===== config.mk =====
export PLATFORM = sky130hd
export DESIGN_NAME = pipeline_run_control
export DESIGN_NICKNAME = d
export VERILOG_FILES = /design/src/rtl/pipeline_run_control.sv
export SDC_FILE = /design/constraint.sdc
export NUM_CORES = 1
export LEC_CHECK = 0
export BUFFER_PORTS_ARGS = -buffer_cell sky130_fd_sc_hd__buf_2
export CORE_MARGIN = 2
export CORE_UTILIZATION = 45
export CTS_CLUSTER_SIZE = 12
export DETAILED_ROUTE_END_ITERATION = 10
export MAX_ROUTING_LAYER = met4
export PLACE_DENSITY_LB_ADDON = 0.15
export SYNTH_ARGS = -nofsm -noshare
export SYNTH_HDL_FRONTEND = slang
export SYNTH_SLANG_ARGS = --single-unit

===== constraint.sdc =====
create_clock -name i_clk -period 1.84 [get_ports i_clk]
set_input_delay 0.276 -clock i_clk [delete_from_list [all_inputs] [get_ports i_clk]]
set_output_delay 0.276 -clock i_clk [all_outputs]
set_load 0.05 [all_outputs]

===== src/rtl/pipeline_run_control.sv =====
// Run/step/stop controller for the five-stage pipeline: turns debug commands into
// PC and pipeline-register halts, drains after a HALT instruction, and counts active cycles.
module pipeline_run_control #(
  parameter int DRAIN_CYCLES = 4
) (
  input  logic        i_clk,
  input  logic        i_reset,
  input  logic        i_cmd_valid,
  input  logic [1:0]  i_cmd,
  output logic        o_cmd_ready,
  input  logic        i_halt_instr,
  output logic        o_pc_halt,
  output logic        o_pipe_halt,
  output logic        o_done,
  output logic [31:0] o_cycle_count,
  output logic [2:0]  o_state
);

  typedef enum logic [2:0] {
    S_IDLE  = 3'd0,
    S_RUN   = 3'd1,
    S_STEP  = 3'd2,
    S_DRAIN = 3'd3,
    S_DONE  = 3'd4
  } state_t;

  localparam logic [1:0] CMD_RUN   = 2'b00;
  localparam logic [1:0] CMD_STEP  = 2'b01;
  localparam logic [1:0] CMD_STOP  = 2'b10;
  localparam logic [1:0] CMD_CLEAR = 2'b11;
  localparam logic [3:0] DRAIN_LOAD = 4'(DRAIN_CYCLES - 1);

  state_t      state_q, state_d;
  logic [3:0]  drain_q, drain_d;
  logic [31:0] count_q, count_d;
  logic        cmd_acc;
  logic        clear;

  // Handshake: a command transfers when i_cmd_valid && o_cmd_ready on a rising edge;
  // o_cmd_ready depends only on registered state, never on i_cmd_valid.
  assign o_cmd_ready   = (state_q == S_IDLE) || (state_q == S_RUN) || (state_q == S_DONE);
  assign o_pc_halt     = !((state_q == S_RUN) || (state_q == S_STEP));
  assign o_pipe_halt   = !((state_q == S_RUN) || (state_q == S_STEP) || (state_q == S_DRAIN));
  assign o_done        = (state_q == S_DONE);
  assign o_cycle_count = count_q;
  assign o_state       = state_q;
  assign cmd_acc       = i_cmd_valid && o_cmd_ready;

  always_comb begin
    state_d = state_q;
    drain_d = drain_q;
    clear   = 1'b0;
    case (state_q)
      S_IDLE: begin
        if (cmd_acc) begin
          case (i_cmd)
            CMD_RUN:   state_d = S_RUN;
            CMD_STEP:  state_d = S_STEP;
            CMD_CLEAR: clear   = 1'b1;
            default:   ;
          endcase
        end
      end
      S_RUN: begin
        // A HALT decoded in the same cycle as STOP still drains.
        if (i_halt_instr) begin
          state_d = S_DRAIN;
          drain_d = DRAIN_LOAD;
        end else if (cmd_acc && (i_cmd == CMD_STOP)) begin
          state_d = S_IDLE;
        end
      end
      S_STEP: begin
        if (i_halt_instr) begin
          state_d = S_DRAIN;
          drain_d = DRAIN_LOAD;
        end else begin
          state_d = S_IDLE;
        end
      end
      S_DRAIN: begin
        if (drain_q == 4'd0) state_d = S_DONE;
        else                 drain_d = drain_q - 4'd1;
      end
      S_DONE: begin
        if (cmd_acc && (i_cmd == CMD_CLEAR)) begin
          state_d = S_IDLE;
          clear   = 1'b1;
        end
      end
      default: begin
        state_d = S_IDLE;
        drain_d = 4'd0;
      end
    endcase
  end

  always_comb begin
    count_d = count_q;
    if (clear)                                count_d = 32'd0;
    else if (!o_pipe_halt && (count_q != '1)) count_d = count_q + 32'd1;
  end

  always_ff @(posedge i_clk or posedge i_reset) begin
    if (i_reset) begin
      state_q <= S_IDLE;
      drain_q <= 4'd0;
      count_q <= 32'd0;
    end else begin
      state_q <= state_d;
      drain_q <= drain_d;
      count_q <= count_d;
    end
  end

endmodule

Word level (Yosys, flattened, before mapping)
Index checks and enable logic that the tools add are counted.
Word-level totals
  flip-flop bits (word level): 39
  input bits: 6
  output and inout port bits: 39
  logic and storage cells: 56
Operators by class
  add/subtract/negate cells: 2
  equality and inequality tests: 15
  multiplexer cells: 17
  bitwise gates (word level): 1
  reductions and logical operators: 18
Operator list (number)
  32-bit 2-to-1 mux: 2
  32-bit by 1-bit adder with 32-bit output (second input constant): 1
  32-bit != test (second input constant): 1
  3-bit 2-to-1 mux: 5
  3-bit one-hot mux with 5 select lines: 1
  4-bit one-hot mux with 3 select lines: 1
  4-bit 2-to-1 mux: 2
  3-bit by 2-bit == test with 1-bit output (second input constant): 2
  2-bit by 1-bit != test with 1-bit output (second input constant): 3
  3-bit one-hot mux with 2 select lines: 1
  5-bit AND reduction: 1
  2-bit == test (second input constant): 2
  1-bit logical AND: 4
  4-bit logical NOT: 1
  1-bit logical OR: 4
  2-bit != test (second input constant): 2
  2-bit OR reduction: 2
  4-bit by 1-bit subtractor with 4-bit output (second input constant): 1
  3-bit by 1-bit == test with 1-bit output (second input constant): 1
  3-bit == test (second input constant): 1
  3-bit logical NOT: 1
  1-bit 2-to-1 mux: 3
  3-bit by 1-bit != test with 1-bit output (second input constant): 1
  3-bit by 2-bit != test with 1-bit output (second input constant): 1
  8 further kinds: 9

Logic depth before layout (Yosys ltp)
Gate-level depths: netlist (run 1).
  word-level depth: 8
  depth in mapped cells: 8
  mapped depth without buffers: 7

Worst setup path after synthesis (run 1)
Ideal clock, no wire load.
  kind: flip-flop to flip-flop
  start point: register count_q[0], in the netlist o_cycle_count[0]
  end point: register count_q[3], in the netlist o_cycle_count[3]
  library setup time: 0.152 ns
  arrival time: 2.249 ns
  required time: 1.688 ns
  setup slack: -0.561 ns
  cell stages (with the launch flop): 9
  buffers on the path: 2
  period minus slack after synthesis: 2.401 ns
  cells stage by stage: dfrtp_1 ha_1 nand4_1 nor4_4 and3_1 buf_2 buf_4 nor3_1 mux2i_1
On the way
  longest elaborated chain between the ends: 3
  elaborated cells between the ends (all ways): 6
  classes of those cells: add/sub: 1; eq/ne: 1; mux: 2; reduce/logical: 2
RTL lines
  start: declaration: line 35  | logic [31:0] count_q, count_d;
  start signal: assignment: line 112  | count_q <= count_d;
  32-bit by 1-bit adder with 32-bit output / 32-bit != test (equally long branches): line 101  | else if (!o_pipe_halt && (count_q != '1)) count_d = count_q + 32'd1;
  32-bit 2-to-1 mux / 1-bit logical AND (equally long branches): line 101
  32-bit 2-to-1 mux / 2-bit nonzero test (equally long branches)
Parallel ways exist; a longest one is shown, timed or not. The select of a mux whose other input is x is not followed.
A chain may end at the register's enable or synchronous reset.

Final worst setup path (run 1)
  start point: register count_q[16], in the netlist o_cycle_count[16]
  end point: register count_q[25], in the netlist o_cycle_count[25]
The elaborated chain is that of the path after synthesis.

==> results of run 1 <==
==> final timing paths <==
path	from	endpoint	slack (ps)
min in group i_clk	i_cmd_valid	o_state[0]	290
max in group asynchronous	i_reset	o_state[0]	1340
max	o_cycle_count[16]	o_cycle_count[25]	-160
max reg2reg	o_cycle_count[16]	o_cycle_count[25]	-160
min reg2reg	o_cycle_count[3]	o_cycle_count[3]	530
min	i_reset	o_cycle_count[5]	90
==> registers in the layout, summed over array words and instances (netlist names) <==
name,cells
o_cycle_count,32
o_state,3
drain_q,4
==> final cells by class <==
| class | count | area (sq um) |
|---|---|---|
| sequential | 39 | 1020 |
| multi-input combinational | 204 | 1610 |
| clock buffer | 8 | 100 |
| fill | 372 | 1330 |
| timing repair buffer | 128 | 925 |
| tap | 70 | 87.6 |
| inverter | 9 | 33.8 |
==> cell usage after synthesis (all sizes together), types with 7 or more instances <==
| cell type | number | area share |
|---|---|---|
| xnor2 | 11 | 0.041 |
| nand2 | 22 | 0.035 |
| nand3 | 14 | 0.029 |
| and4 | 7 | 0.026 |
| dfrtp | 39 | 0.41 |
| a21oi | 14 | 0.029 |
| nand4 | 12 | 0.037 |
| nor3 | 8 | 0.017 |
| inv | 9 | 0.014 |
| a2111oi | 8 | 0.040 |
| nor2 | 28 | 0.044 |
| o21ai | 14 | 0.029 |
==> tightest hold or removal path, delay by kind of cell <==
family   cells  cell delay (ps)
buf+inv      3              570
==> layout by cell type, fill, tap and decap left out, drive strengths merged, types with 6 or more instances in the layout <==
master   synthesis  final
nand4           12     12
a21oi           14     14
nor2            28     28
nand3           14     14
and3             6      6
nor3             8      8
nand2           22     22
xnor2           11     11
dfrtp           39     39
and4             7      7
o211ai           6      6
o31ai            6      6
inv              9      9
o21ai           14     14
a2111oi          8      8
buf              6    127
clkbuf           6      9
==> metrics by stage <==
step,area (sq um),worst slack (ps)
floorplan,2530,-282
global placement,3220,-98.2
detailed placement,3220,-117
CTS,3490,-84.6
global route,3780,-193
finish,3780,-157
==> what timing repair did <==
| item | in CTS | in global routing |
|---|---|---|
| hold endpoints to repair | 0 | 0 |
| endpoints found under the setup margin | 11 | 24 |
| buffers inserted | 12 | 16 |
| gates resized for setup | 14 | 44 |
| pin swaps | 14 | 37 |
| gates cloned | 0 | 0 |
==> power groups by stage <==
| stage | sequential, W | combinational (W) | clock, W |
|---|---|---|---|
| floorplan | 0.00303 | 0.00111 | 0 |
| global placement | 0.00165 | 0.00369 | 0 |
| detailed placement | 0.00167 | 0.00375 | 0 |
| CTS | 0.00165 | 0.00388 | 0.000657 |
| global route | 0.00172 | 0.00440 | 0.000684 |
| finish | 0.00167 | 0.00414 | 0.000647 |
==> per-layer routing <==
metal / track usage / vias up / routed length [microns]
li1: - / 1235 / -
met1: 0.329 / 1307 / 3280
met2: 0.399 / 83 / 3580
met3: 0.0435 / 12 / 350
met4: 0.0745 / 0 / 116
met5: - / - / 0
==> logic make-up after synthesis <==
family | Yosys count
mux | 5
xor+xnor | 14
buf+inv | 21
fa+ha+maj | 3
compound gates | 64
flops | 39
simple gates | 118
==> results by group, run 1 <==
Run status
  • Outcome: finished, violations left
  • Violated checks: negative setup slack

Power
  • Sw frac: 0.517
  • P_sw: about 0.0033 W
  • VDD IR max: slightly above 0.001 V
  • Power share of the clock group: 0.100
  • Seq pwr share: 0.259
  • Comb power frac: 0.641
  • Leakage power: roughly 1.6 nW
  • Pwr Total: about 0.0065 W
  • Power Dens Cells: ~1700 mW/mm^2
  • Internal: about 0.0031 W

Route
  • DRT Wirelength: between 7000 and 8000 microns
  • Antenna viol nets, final: 0
  • Detailed-route via count: 2,637
  • Post-DR vias/cell: 5.76
  • Wirelength per Cell: ~16 microns
  • DRT Pass-1 Iters: 4
  • DR iter-0 viols: between 100 and 150
  • DRC: 0

Layout
  • Ant diodes: 0
  • Area growth syn-to-layout: 58.9%
  • Final Non-Filler Cells: approximately 460
  • Layout cell share with drive strength beyond 1: 0.554
  • Final nets: about 400
  • Final core occ: 0.740

Synth
  • Yosys reg bits: 39
  • XOR/XNOR share of the synthesized area: 0.0516
  • Post-synthesis average cell area: 9.01 sq um
  • Simple-gate area share of the yosys netlist: 0.272
  • Post-synth ARST share: 1.00
  • Seq/Total Area, Yosys: 0.410
  • Compound-Gate Fraction of Synth Area: 0.190
  • Mux cell area share after synthesis: 0.0210
  • Cell area after synthesis: approximately 0.0024 sq mm
  • Largest family of logic cells by synthesized area: simple AND/OR/NAND/NOR gates
  • Syn_nets: roughly 270
  • Post-Synth Adder-Cell Area: 0.0158
  • Number of flops mapped to enable cells by yosys: 0
  • Post-Syn Instances: roughly 260
  • Main synth FF type: dfrtp_1
  • Yosys cell types: 45
  • YS warnings: 0

Critical path
  • Worst EP arrival: between 2000 and 2500 ps
  • Slowest CP cell: or4_4
  • Worst path bufs/invs: 1
  • Reg2Reg Depth: 6
  • CP Launch Type: flip-flop
  • Cell family with the largest share of critical-path delay: simple AND/OR/NAND/NOR gates
  • WP data required: roughly 2000 ps
  • Stages on worst setup path: 6
  • Critical path cell sequence: buf_6, nand4_1, or4_4, or3_4, or3_1, a21oi_1
  • Kind of critical path: reg2reg
  • Crit-path max FO: 3
  • CP endpoint kind: flip-flop
  • Worst path max stage delay: roughly 440 ps

Clock tree
  • Reg clk slew, reported paths: ~80 ps
  • Clk_lat worst skew: 290 ps
  • CTS H-tree depth: 2
  • Max clock buf depth: 2
  • CTS tree: yes
  • Total CTS buffers: 5
  • Clock root cell: clkbuf_8
  • CTS Hold Bufs: 0
  • Clock Sinks: 39

Floorplanning
  • Row count: 26
  • Number of I/O pins: 45
  • Starting Density: 0.466
  • Die area: between 0.005 and 0.006 sq mm
  • Die height: between 70 and 80 microns
  • Die extent in x: 76.7 microns
  • Core Footprint: just over 0.005 sq mm

Global route
  • Antenna violations before repair: 0
  • Vias in the first global route: ~2.4k
  • Total Routing Usage GR: 0.251
  • Largest net degree at the start of global routing: 40
  • First-pass GRT wire length: roughly 12,000 microns
  • Global-route congestion overflow total: 0

Place
  • DP Wirelength: between 4000 and 5000 microns
  • Placed cell count: 425
  • Routability Congestion: approximately 0.86
  • IO buf count: 44

Timing
  • Setup repair after global routing missed its margin: yes
  • Setup TNS Final: -324 ps
  • Clk_skew: 10.4 ps
  • Final setup violation count: 9
  • Slew @ Worst Pin: between 500 and 600 ps
  • Hold Slack: a little over 90 ps
  • Final Max Tran Viols: 0
  • Relative slew slack: 0.653
  • Fmax: roughly 500 MHz
  • Setup ws final: -157 ps
  • Final min period: ~2000 ps
  • Hold Fails Final Rpt: 0
  • Final Cycle Share: 1.09

Run
  • Maxcap violations: 0

Hold path
  • Hold Crit Class: in2async
Power figures use the tool's default switching activity.
==> run 2: changes to the inputs <==
- PLACE_DENSITY_LB_ADDON: 0.15 -> 0.2
==> run 2 against run 1 <==
Against the previous run: the run still ends with negative setup slack left; combinational power down 7.0%; critical endpoint unchanged; sequential share of layout area up 1.6 points; final cell count decreased by 3.3%; first-iteration DRC count rose by 56%; core utilization shrank 4.1 points; die area is the same.
==> results by group, run 2 (synthesis results as in run 1) <==
Clock tree
  • CTS tree: yes (unchanged)
  • CTS Hold Bufs: 0 (unchanged)
  • Clock Sinks: 39 (unchanged)
  • Total CTS buffers: 5 (unchanged)
  • Reg clk slew, reported paths: 90 ps (was 80 ps)
  • CTS H-tree depth: 2 (unchanged)
  • Clk_lat worst skew: 310 ps (was 290 ps)
  • Clock root cell: clkbuf_8 (unchanged)
  • Max clock buf depth: 2 (unchanged)

Run
  • Maxcap violations: 0 (unchanged)

Hold path
  • Hold Crit Class: in2async (unchanged)

Timing
  • Setup repair after global routing missed its margin: yes (unchanged)
  • Fmax: 506 MHz (was 501 MHz)
  • Relative slew slack: 0.667 (was 0.653)
  • Slew @ Worst Pin: 500 ps (was 520 ps)
  • Setup ws final: -137 ps (was -157 ps)
  • Final setup violation count: 6 (was 9)
  • Final Max Tran Viols: 0 (unchanged)
  • Clk_skew: 13.4 ps (was 10.4 ps)
  • Final Cycle Share: 1.07 (was 1.09)
  • Final min period: 1980 ps (was 2000 ps)
  • Hold Fails Final Rpt: 0 (unchanged)

Floorplanning
  • Starting Density: 0.466 (unchanged)
  • Core Footprint: 0.00511 sq mm (unchanged)
  • Die area: 0.00588 sq mm (unchanged)
  • Number of I/O pins: 45 (unchanged)
  • Row count: 26 (unchanged)
  • Die extent in x: 76.7 microns (unchanged)
  • Die height: 76.7 microns (unchanged)

Route
  • Wirelength per Cell: 16.1 microns (was 16.0 microns)
  • DRC: 0 (unchanged)
  • DR iter-0 viols: 200 (was 128)
  • Detailed-route via count: 2,531 (was 2,637)
  • DRT Pass-1 Iters: 4 (unchanged)
  • Antenna viol nets, final: 0 (unchanged)
  • Post-DR vias/cell: 5.71 (was 5.76)
  • DRT Wirelength: 7150 microns (was 7330 microns)

Layout
  • Area growth syn-to-layout: 50.0% (was 58.9%)
  • # fillers: 389 (was 372)
  • Ant diodes: 0 (unchanged)
  • Most common cell after layout, fill and taps aside: buf_4 (unchanged)
  • Max reg flops: 32 (unchanged)
  • Commonest non-fill, non-tap cells in the layout: buf_4, buf_2, dfrtp_2 (unchanged)
  • Final Non-Filler Cells: 443 (was 458)
  • Final core occ: 0.699 (was 0.740)
  • Final nets: 381 (was 396)
  • Layout cell share with drive strength beyond 1: 0.509 (was 0.554)

Global route
  • Largest net degree at the start of global routing: 40 (unchanged)
  • First-pass GRT wire length: 11,200 microns (was 11,600 microns)
  • Antenna violations before repair: 0 (unchanged)
  • Vias in the first global route: 2,374 (was 2,387)
  • Global-route congestion overflow total: 0 (unchanged)
  • Total Routing Usage GR: 0.240 (was 0.251)

Critical path
  • Kind of critical path: reg2reg (unchanged)
  • Worst EP arrival: 2210 ps (was 2200 ps)
  • CP endpoint kind: flip-flop (unchanged)
  • CP Launch Type: flip-flop (unchanged)
  • Crit-path max FO: 3 (unchanged)
  • WP data required: 2070 ps (was 2040 ps)

Power
  • Leakage power: 1.50 nW (was 1.60 nW)
  • Power Dens Cells: 1760 mW/mm^2 (was 1710 mW/mm^2)
  • VDD IR max: 0.00117 V (was 0.00102 V)

Place
  • Routability Congestion: 0.895 (was 0.858)
  • DP Wirelength: 4600 microns (was 4720 microns)
  • Placed cell count: 420 (was 425)
  • IO buf count: 44 (unchanged)

Run status
  • Outcome: finished, violations left (unchanged)
  • Violated checks: negative setup slack (unchanged)
==> run 2: changes by cell type in the layout (fill, tap and decap cells not counted), moves of 2 or more <==
| cell | before | now |
|---|---|---|
| nor3_1 | 4 | 6 |
| buf_4 | 69 | 59 |
| buf_6 | 15 | 9 |
| nor3_2 | 4 | 2 |
| nand3_1 | 12 | 14 |
| nand3_2 | 2 | 0 |
==> run 2: worst max-delay path: stages, from the launching register on <==
cell	delay [ps]
dfrtp_2	380
buf_6	110
nand4_1	140
or4_4	480
or3_4	350
or3_4	330
a21oi_2	120
==> run 2: path summary, 6_finish.rpt <==
kind | from | slack, ps | end | cells after the start
max reg2reg | o_cycle_count[18] | -140 | o_cycle_count[25] | 6
min reg2reg | o_cycle_count[30] | 520 | o_cycle_count[30] | 1
min | i_reset | 70 | drain_q[0] | 3
min in group i_clk | i_cmd_valid | 270 | o_state[0] | 3
max | o_cycle_count[18] | -140 | o_cycle_count[25] | 6
max in group asynchronous | i_reset | 1370 | o_state[2] | 3
==> run 2: power breakdown <==
part	leakage, nW	switching, W	internal, W
clock	0.0612	0.000322	0.000439
combinational	0.996	0.00258	0.00127
sequential	0.446	0.000361	0.00131
==> run 2: final cells by class <==
class	count	area (sq um)	share of cell area
sequential	39	1020	0.286
inverter	9	33.8	0.00947
tap	70	87.6	0.0245
timing repair buffer	113	787	0.221
clock inverter	2	35.0	0.00982
clock buffer	6	82.6	0.0231
multi-input combinational	204	1520	0.427
==> run 2: routing by layer <==
layer	vias up	global-route usage	share of wire
met5	-	-	0
met4	0	0.0691	0.017
met3	10	0.0435	0.056
met2	84	0.367	0.48
met1	1238	0.330	0.45
li1	1199	-	-
==> run 2: through the flow <==
step           hold slack (ps)  instance area (sq um)  total power [W]  setup TNS (ps)  setup WS (ps)
2_1_floorplan              429                   2530          0.00415           -3460           -282
3_3_place_gp               419                   3160          0.00521            -118          -43.8
3_5_place_dp               430                   3160          0.00527            -336          -75.9
4_1_cts                    108                   3360          0.00612            -129          -40.2
5_1_grt                    139                   3570          0.00664           -1420           -186
6_report                  73.5                   3570          0.00628            -368           -137
==> run 2: what timing repair did <==
action / in CTS / in global routing
gates cloned: 0 / 0
setup buffers: 6 / 9
endpoints found under the setup margin: 11 / 24
resized for setup: 9 / 24
pin swaps: 11 / 18
==> run 3: changes to the inputs <==
- RECOVER_POWER: not set -> 25
- SETUP_SLACK_MARGIN: not set -> 0.02
==> run 3 against run 2 <==
Against the previous run: core utilization up 0.098 points; the run still ends with negative setup slack left; global-route usage up 0.23 points; via count down 0.28%; count of clock-buffer cells in the layout up 1; critical path depth down 1; final cell count unchanged.
==> results by group, run 3 (synthesis results as in run 1) <==
Run status
  • Outcome: finished, violations left (unchanged)
  • Violated checks: negative setup slack (unchanged)

Critical path
  • Worst path max stage delay: 530 ps (was 480 ps)
  • Crit-path max FO: 3 (unchanged)
  • Top cell by count, worst path: or3_1 (was or3_4)
  • WP data required: 2060 ps (was 2070 ps)
  • CP Launch Type: flip-flop (unchanged)
  • Reg-to-reg setup timing slack: -100 ps (was -140 ps)
  • CP endpoint kind: flip-flop (unchanged)
  • Slowest CP cell: or4_4 (unchanged)
  • Worst EP arrival: 2160 ps (was 2210 ps)
  • Critical path cell sequence: nand4_4, or4_4, or3_1, or3_1, a21oi_2 (was buf_6, nand4_1, or4_4, or3_4, or3_4, a21oi_2)
  • Kind of critical path: reg2reg (unchanged)

Floorplanning
  • Number of I/O pins: 45 (unchanged)
  • Starting Density: 0.466 (unchanged)
  • Core Footprint: 0.00511 sq mm (unchanged)
  • Die extent in x: 76.7 microns (unchanged)
  • Row count: 26 (unchanged)
  • Die area: 0.00588 sq mm (unchanged)
  • Die height: 76.7 microns (unchanged)

Layout
  • Final nets: 381 (unchanged)
  • Max reg flops: 32 (unchanged)
  • Ant diodes: 0 (unchanged)
  • Layout cell share with drive strength beyond 1: 0.515 (was 0.509)
  • Final core occ: 0.700 (was 0.699)
  • Commonest non-fill, non-tap cells in the layout: buf_4, buf_2, dfrtp_2 (unchanged)
  • Area growth syn-to-layout: 50.2% (was 50.0%)
  • Most common cell after layout, fill and taps aside: buf_4 (unchanged)

Timing
  • Setup TNS Final: -233 ps (was -368 ps)
  • Final Cycle Share: 1.05 (was 1.07)
  • Setup ws final: -99.8 ps (was -137 ps)
  • Clk_skew: 8.31 ps (was 13.4 ps)
  • Hold Slack: 276 ps (was 73.5 ps)
  • Final min period: 1940 ps (was 1980 ps)
  • Relative slew slack: 0.335 (was 0.667)
  • Fmax: 516 MHz (was 506 MHz)
  • Setup repair after global routing missed its margin: yes (unchanged)
  • Final Max Tran Viols: 0 (unchanged)
  • Final setup violation count: 5 (was 6)
  • Hold Fails Final Rpt: 0 (unchanged)
  • Slew @ Worst Pin: 997 ps (was 500 ps)

Global route
  • Largest net degree at the start of global routing: 40 (unchanged)
  • First-pass GRT wire length: 11,300 microns (was 11,200 microns)
  • Antenna violations before repair: 0 (unchanged)
  • Vias in the first global route: 2,358 (was 2,374)
  • Total Routing Usage GR: 0.243 (was 0.240)
  • Global-route congestion overflow total: 0 (unchanged)

Clock tree
  • Clk_lat worst skew: 300 ps (was 310 ps)
  • Max clock buf depth: 2 (unchanged)
  • CTS Hold Bufs: 0 (unchanged)
  • Total CTS buffers: 5 (unchanged)
  • Reg clk slew, reported paths: 80 ps (was 90 ps)
  • CTS tree: yes (unchanged)
  • Clock Sinks: 39 (unchanged)
  • CTS H-tree depth: 2 (unchanged)
  • Clock root cell: clkbuf_8 (unchanged)

Run
  • Maxcap violations: 0 (unchanged)

Route
  • Post-DR vias/cell: 5.70 (was 5.71)
  • DRT Pass-1 Iters: 4 (unchanged)
  • DR iter-0 viols: 135 (was 200)
  • Wirelength per Cell: 15.0 microns (was 16.1 microns)
  • DRC: 0 (unchanged)
  • DRT Wirelength: 6650 microns (was 7150 microns)
  • Antenna viol nets, final: 0 (unchanged)
  • Detailed-route via count: 2,524 (was 2,531)

Place
  • Routability Congestion: 0.873 (was 0.895)
  • IO buf count: 44 (unchanged)
  • DP Wirelength: 4550 microns (was 4600 microns)
  • Pre-CTS setup slack: -49.6 ps (was -75.9 ps)

Hold path
  • Hold Crit Class: in2async (unchanged)

Power
  • VDD IR max: 0.00111 V (was 0.00117 V)
  • Leakage power: 1.50 nW (about the same)
  • Power Dens Cells: 1730 mW/mm^2 (was 1760 mW/mm^2)
run 3: changes by cell type in the layout (fill, tap and decap cells not counted), moves of 2 or more:
cell       change
a21oi_2        +3
or3_4          -2
buf_6          -4
or3_1          +2
a21oi_1        -3
a2111oi_2      -2
buf_4          +2
run 3: report_power, final:
group          switching (W)  internal, W  total (W)
Clock               0.000310     0.000303   0.000613
Sequential          0.000364      0.00131    0.00168
Combinational        0.00259      0.00130    0.00389
run 3: final cells by class:
class | instances | area, sq um
multi-input cells | 204 | 1550
fillers | 379 | 1530
flip-flops and latches | 39 | 1020
repair buffers | 113 | 792
well taps | 70 | 87.6
clock buffers | 7 | 86.3
inverters | 9 | 33.8
clock inverters | 1 | 5.00
run 3: worst max-delay path, delay by kind of cell (launching register included):
kind,cells,cell delay [ps]
simple gates,4,1330
compound gates,1,130
flops,1,400
run 3: metrics by stage:
step | total power, W | std cells | area (sq um)
floorplan | 0.00415 | 264 | 2540
global placement | 0.00525 | 426 | 3220
detailed placement | 0.00532 | 426 | 3220
CTS | 0.00606 | 441 | 3440
global route | 0.00657 | 443 | 3570
finish | 0.00618 | 443 | 3570
run 3: path summary, 6_finish.rpt:
check	endpoint	from	cells past startpoint
hold / removal	o_cycle_count[4]	i_reset	3
setup reg to reg	o_cycle_count[25]	o_cycle_count[12]	5
max in group asynchronous	o_cycle_count[29]	i_reset	3
setup / recovery	o_cycle_count[25]	o_cycle_count[12]	5
min in group i_clk	o_state[0]	i_cmd_valid	3
hold reg to reg	o_cycle_count[3]	o_cycle_count[3]	1
run 3: routing by layer:
layer	share of wire	vias up	track usage	routed length, microns
met5	0	-	-	0
met4	0.019	0	0.0782	129
met3	0.059	14	0.0459	395
met2	0.45	95	0.368	2990
met1	0.47	1214	0.330	3130
li1	-	1201	-	-
run 3: what timing repair did:
action / CTS / global route
endpoints found under the setup margin: 11 / 24
pin swaps: 5 / 7
buffers inserted: 7 / 2
gates resized for setup: 12 / 24
